File: src/rtl/ext_port_pkg.sv
// rtl/ext_port_pkg.sv - shared types and sizes for the external-world port bridge
package ext_port_pkg;

   localparam int NPORTS = 4;
   localparam int PORT_W = 2;

   typedef struct packed {
      logic [PORT_W-1:0] port;
      logic [7:0]        data;
   } port_entry_t;

endpackage

File: src/rtl/ext_port_fifo.sv
// rtl/ext_port_fifo.sv - synchronous FIFO of tagged port entries
module ext_port_fifo
   import ext_port_pkg::*;
#(
   parameter int DEPTH = 8
)
(
   input  logic                     clk,
   input  logic                     rst_n,
   input  logic                     push,
   input  port_entry_t              wdata,
   input  logic                     pop,
   output port_entry_t              rdata,
   output logic                     full,
   output logic                     empty,
   output logic [$clog2(DEPTH):0]   count
);

   localparam int AW = $clog2(DEPTH);

   port_entry_t mem [DEPTH];
   logic [AW:0] wr_ptr;
   logic [AW:0] rd_ptr;
   logic        do_push;
   logic        do_pop;

   // Extra pointer MSB distinguishes full from empty when the low bits match.
   assign empty   = (wr_ptr == rd_ptr);
   assign full    = (wr_ptr[AW] != rd_ptr[AW]) && (wr_ptr[AW-1:0] == rd_ptr[AW-1:0]);
   assign count   = wr_ptr - rd_ptr;
   assign rdata   = mem[rd_ptr[AW-1:0]];
   assign do_pop  = pop && !empty;
   assign do_push = push && (!full || do_pop);

   always_ff @(posedge clk or negedge rst_n) begin
      if (!rst_n) begin
         wr_ptr <= '0;
         rd_ptr <= '0;
      end else begin
         if (do_push) wr_ptr <= wr_ptr + 1'b1;
         if (do_pop)  rd_ptr <= rd_ptr + 1'b1;
      end
   end

   always_ff @(posedge clk) begin
      if (do_push) mem[wr_ptr[AW-1:0]] <= wdata;
   end

endmodule

File: src/rtl/ext_world_port_bridge.sv
// rtl/ext_world_port_bridge.sv - processor external-world ports to tagged byte streams
module ext_world_port_bridge
   import ext_port_pkg::*;
#(
   parameter int         DEPTH   = 8,
   parameter logic [7:0] INP_RST = 8'h00
)
(
   input  logic                     clk,
   input  logic                     Reset_n,
   input  logic [7:0]               OutExtWorld1,
   input  logic [7:0]               OutExtWorld2,
   input  logic [7:0]               OutExtWorld3,
   input  logic [7:0]               OutExtWorld4,
   output logic [7:0]               InpExtWorld1,
   output logic [7:0]               InpExtWorld2,
   output logic [7:0]               InpExtWorld3,
   output logic [7:0]               InpExtWorld4,
   output logic [7:0]               tx_data,
   output logic [1:0]               tx_port,
   output logic                     tx_valid,
   input  logic                     tx_ready,
   input  logic [7:0]               rx_data,
   input  logic [1:0]               rx_port,
   input  logic                     rx_valid,
   output logic                     rx_ready,
   output logic [$clog2(DEPTH):0]   fifo_count,
   output logic                     overflow,
   input  logic                     ovf_clr
);

   logic [7:0]        out_val [NPORTS];
   logic [7:0]        prev    [NPORTS];
   logic [7:0]        inp     [NPORTS];
   logic [NPORTS-1:0] chg;
   logic [NPORTS-1:0] pend;
   logic [NPORTS-1:0] elig;
   logic [NPORTS-1:0] pend_next;
   logic [PORT_W-1:0] rr;
   logic [PORT_W-1:0] grant;
   logic [PORT_W-1:0] idx;
   logic              any_elig;
   logic              push;
   logic              pop;
   logic              full;
   logic              empty;
   logic              ovf_set;
   port_entry_t       wr_entry;
   port_entry_t       head;

   assign out_val[0] = OutExtWorld1;
   assign out_val[1] = OutExtWorld2;
   assign out_val[2] = OutExtWorld3;
   assign out_val[3] = OutExtWorld4;

   assign InpExtWorld1 = inp[0];
   assign InpExtWorld2 = inp[1];
   assign InpExtWorld3 = inp[2];
   assign InpExtWorld4 = inp[3];

   always_comb begin
      chg = '0;
      for (int i = 0; i < NPORTS; i++) chg[i] = (out_val[i] != prev[i]);
      elig = pend | chg;
   end

   // Scan offsets from farthest to nearest so the port closest to rr wins.
   always_comb begin
      grant    = rr;
      any_elig = 1'b0;
      idx      = rr;
      for (int k = NPORTS-1; k >= 0; k--) begin
         idx = rr + PORT_W'(k);
         if (elig[idx]) begin
            grant    = idx;
            any_elig = 1'b1;
         end
      end
   end

   assign tx_valid = !empty;
   assign pop      = tx_valid && tx_ready;
   assign push     = any_elig && (!full || pop);
   assign wr_entry = '{port: grant, data: out_val[grant]};
   assign tx_data  = head.data;
   assign tx_port  = head.port;

   // A fresh change on a port whose previous value is still unsent loses that value.
   assign ovf_set  = |(chg & pend);

   always_comb begin
      pend_next = '0;
      for (int i = 0; i < NPORTS; i++)
         pend_next[i] = elig[i] && !(push && (grant == PORT_W'(i)));
   end

   always_ff @(posedge clk or negedge Reset_n) begin
      if (!Reset_n) begin
         for (int i = 0; i < NPORTS; i++) prev[i] <= '0;
         pend     <= '0;
         rr       <= '0;
         overflow <= 1'b0;
      end else begin
         for (int i = 0; i < NPORTS; i++) prev[i] <= out_val[i];
         pend <= pend_next;
         if (push) rr <= grant + 1'b1;
         if (ovf_set)      overflow <= 1'b1;
         else if (ovf_clr) overflow <= 1'b0;
      end
   end

   assign rx_ready = Reset_n;

   always_ff @(posedge clk or negedge Reset_n) begin
      if (!Reset_n) begin
         for (int i = 0; i < NPORTS; i++) inp[i] <= INP_RST;
      end else if (rx_valid && rx_ready) begin
         inp[rx_port] <= rx_data;
      end
   end

   ext_port_fifo #(
      .DEPTH (DEPTH)
   ) u_fifo (
      .clk   (clk),
      .rst_n (Reset_n),
      .push  (push),
      .wdata (wr_entry),
      .pop   (pop),
      .rdata (head),
      .full  (full),
      .empty (empty),
      .count (fifo_count)
   );

endmodule

File: config.mk
export PLATFORM = sky130hd
export DESIGN_NAME = ext_world_port_bridge
export DESIGN_NICKNAME = d
export VERILOG_FILES = /design/src/rtl/ext_port_pkg.sv /design/src/rtl/ext_port_fifo.sv /design/src/rtl/ext_world_port_bridge.sv
export SDC_FILE = /design/constraint.sdc
export NUM_CORES = 1
export LEC_CHECK = 0
export CORE_MARGIN = 5
export CORE_UTILIZATION = 58
export CTS_CLUSTER_DIAMETER = 60
export DETAILED_ROUTE_END_ITERATION = 16
export PLACE_DENSITY = 0.82
export SYNTH_ARGS = -nofsm -noshare
export SYNTH_HDL_FRONTEND = slang
export SYNTH_SLANG_ARGS = --single-unit
File: constraint.sdc
create_clock -name clk -period 5.9 [get_ports clk]
set_input_delay 0.885 -clock clk [delete_from_list [all_inputs] [get_ports clk]]
set_output_delay 0.885 -clock clk [all_outputs]
set_load 0.005 [all_outputs]
==> results.sh <==
export IMPL_cts_root_buf="clkbuf_16"
export IMPL_die_w_um=117.0
export IMPL_holdWs_ps=413.5
export IMPL_synth_simple_gate_area_share_pct=7.159
export IMPL_cts_resized=0
export IMPL_cp_max_fo=25
export IMPL_drt_first_iter_violations=372
export IMPL_grt_overflow_total=0
export IMPL_wirelength_um=13990
export IMPL_yosys_register_bits=159
export IMPL_antenna_cells=0
export IMPL_num_rows=39
export IMPL_synth_area_leaders="edfxtp_1 (36%), dfrtp_1 (30%), mux4_2 (6.8%), mux2_2 (5.6%), xnor2_1 (4.4%)"
export IMPL_synth_top_area_cell="edfxtp_1"
export IMPL_outcome="complete, no violations"
export IMPL_p_comb_share_pct=34.7
export IMPL_hp_class="in2async"
export IMPL_numCtsBuffers=17
export IMPL_final_core_util_pct=73.59
export IMPL_io_pins=96
export IMPL_synth_edff_count=80
export IMPL_r2r_end="u_fifo.mem[4][6]"
export IMPL_core_area_um2=11320
export IMPL_cpMaxStageDelayCell="dfrtp_1"
export IMPL_wl_per_cell_um=20.55
export IMPL_mappedNetlistNets=468
export IMPL_register_area_um2=4379
export IMPL_crit_start="u_fifo.rd_ptr[1]"
export IMPL_ys_flop_type="edfxtp_1"
export IMPL_vias=3909
export IMPL_cts_buffer_depth=2
export IMPL_start_kind="flip-flop"
export IMPL_internal_power_uw=3087
export IMPL_tns_ps=0
export IMPL_die_y_um=117.0
export IMPL_reg2regPathDepth=6
export IMPL_setup_violations=0
export IMPL_final_common_cell="clkdlybuf4s50_1"
export IMPL_insertion_delay_ps=430
export IMPL_netlist_area_leader_share_pct=36.17
export IMPL_drc_errors=0
export IMPL_peakVddDrop_uv=405.1
export IMPL_synth_seq_area_share_pct=65.94
export IMPL_synth_compound_area_share_pct=2.185
export IMPL_antenna_found_initial=0
export IMPL_grt_max_degree=47
export IMPL_synthMuxAreaShare_pct=15.99
export IMPL_vias_per_cell=5.740
export IMPL_synth_area_um2=6641
export IMPL_synth_adder_area_share_pct=1.243
export IMPL_multi_input_area_um2=2138
export IMPL_clock_sinks=159
export IMPL_grt_pass1_vias=4151
export IMPL_rsz0062_at_grt="no"
export IMPL_layout_common_cells="clkdlybuf4s50_1 (94), edfxtp_1 (80), dfrtp_1 (79)"
export IMPL_hold_buffers=0
export IMPL_period_minus_slack_ps=3826
export IMPL_power_uw=4457
export IMPL_die_area_um2=13690
export IMPL_power_density_nw_per_um2=535.0
export IMPL_skew_ps=10.89
export IMPL_tightest_slew_ps=1150
export IMPL_h_tree_depth=4
export IMPL_n_fill_cell=715
export IMPL_post_route_period_util_pct=64.84
export IMPL_syn_inst=415
export IMPL_firstDrtPassIters=5
export IMPL_r2r_start="u_fifo.rd_ptr[1]"
export IMPL_fmax_mhz=261.4
export IMPL_area_growth_pct=25.43
export IMPL_max_slew_margin_pct=22.75
export IMPL_place_congestion=0.9053
export IMPL_syn_area_per_cell_um2=16.00
export IMPL_slew_viol_final=0
export IMPL_critPathKind="reg2out"
export IMPL_path_cells="inv_1, ha_1, a21o_1, a21oi_1, xnor2_1, clkdlybuf4s50_1"
export IMPL_end_kind="output pin"
export IMPL_design_area_um2=8330
export IMPL_cp_arrival_ps=2940
export IMPL_hold_viol=0
export IMPL_port_buffers=95
export IMPL_power_switching_uw=1370
export IMPL_async_reset_ff_share_pct=49.69
export IMPL_nets=578
export IMPL_switching_share_pct=30.74
export IMPL_pwr_share_clk_pct=24.6
export IMPL_synth_xor_area_share_pct=5.539
export IMPL_required_ps=5020
export IMPL_power_leakage_uw=0.003205
export IMPL_crit_family="flip-flops"
export IMPL_clk_pin_slew_ps=60
export IMPL_synth_top_family_by_area="multiplexers"
export IMPL_tritoncts="built"
export IMPL_initial_utilization_pct=58.66
export IMPL_grt_pass1_wl_um=22310
export IMPL_dpl_hpwl_um=9598
export IMPL_post_cts_buffers=0
export IMPL_ant_nets=0
export IMPL_grtUsageTotal_pct=22.34
export IMPL_yosys_warnings=0
export IMPL_place_area_um2=7735
export IMPL_r2r_slack_ps=2540
export IMPL_maxCapViolations=0
export IMPL_cpPeakStageDelay_ps=1070
export IMPL_power_frac_seq_pct=40.7
export IMPL_synth_cell_type_count=47
export IMPL_drive_gt1_share_pct=19.14
export IMPL_crit_buf_inv=2
## cell usage after synthesis (all sizes together) (3+ instances only)
| library cell | number |
|---|---|
| inv | 10 |
| ha | 5 |
| buf | 6 |
| nand2 | 40 |
| nor3 | 11 |
| clkbuf | 5 |
| nand3 | 5 |
| a21oi | 6 |
| dfrtp | 79 |
| mux4 | 20 |
| mux2i | 24 |
| xor2 | 9 |
| edfxtp | 80 |
| nor2 | 9 |
| nand2b | 4 |
| xnor2 | 33 |
| nand4 | 8 |
| o21ai | 3 |
| mux2 | 33 |
| nor4 | 3 |
## worst reg2reg max path, cell delays in order, from the launching register on
cell and delay, ps:
dfrtp_1 1070, inv_1 110, ha_1 350, nand3_1 130, o32a_1 390, nand2_1 170
nor3_2 750
## state kept, by name, summed over array words and instances (netlist names)
register	count
InpExtWorld1	8
InpExtWorld3	8
u_fifo.wr_ptr	4
rr	2
InpExtWorld4	8
overflow	1
pend	4
u_fifo.rd_ptr	4
u_fifo.mem	80
InpExtWorld2	8
prev	32
## how the worst max path moves through the flow
stage / to / slack (ps) / cells past startpoint
after floorplan: u_fifo.mem[0][0] / 2780 / 8
after global placement: u_fifo.mem[6][6] / 1850 / 9
after detailed placement: u_fifo.mem[4][2] / 1730 / 9
after CTS: fifo_count[3] / 2010 / 6
after global routing: fifo_count[3] / 1810 / 6
final: fifo_count[3] / 2070 / 6
## per-stage QoR
step	std cells	worst slack, ps
after floorplan	415	2776
after global placement	649	1855
after detailed placement	649	1729
after CTS	681	2006
after global routing	681	1808
final	681	2074
## area by class of cell
type | count | area share, %
Clock buffer | 18 | 5.152
Clock inverter | 14 | 1.998
Inverter | 10 | 0.4506
Multi-Input combinational cell | 235 | 25.67
Sequential cell | 159 | 52.57
Tap cell | 143 | 2.148
Timing Repair Buffer | 102 | 12.02
## metal layers
| layer | GRT usage, % | up-vias | routed length (um) |
|---|---|---|---|
| li1 | - | 1762 | - |
| met1 | 28.14 | 1987 | 5602 |
| met2 | 35.95 | 144 | 7079 |
| met3 | 9.666 | 16 | 1182 |
| met4 | 5.887 | 0 | 128 |
| met5 | 0 | - | 0 |
## power by group through the flow
| stage | sequential, uW | clock [uW] | combinational, uW |
|---|---|---|---|
| floorplan | 1760 | 0 | 978 |
| global placement | 1810 | 0 | 1520 |
| detailed placement | 1830 | 0 | 1550 |
| CTS | 1820 | 1110 | 1570 |
| global route | 1850 | 1170 | 1690 |
| finish | 1810 | 1100 | 1550 |
## cells by family after synthesis
| kind of cell | Yosys count |
|---|---|
| flops | 159 |
| compound gates | 20 |
| fa+ha+maj | 6 |
| xor+xnor | 42 |
| buf+inv | 21 |
| mux | 77 |
| simple gates | 90 |
Power figures use the tool's default switching activity.
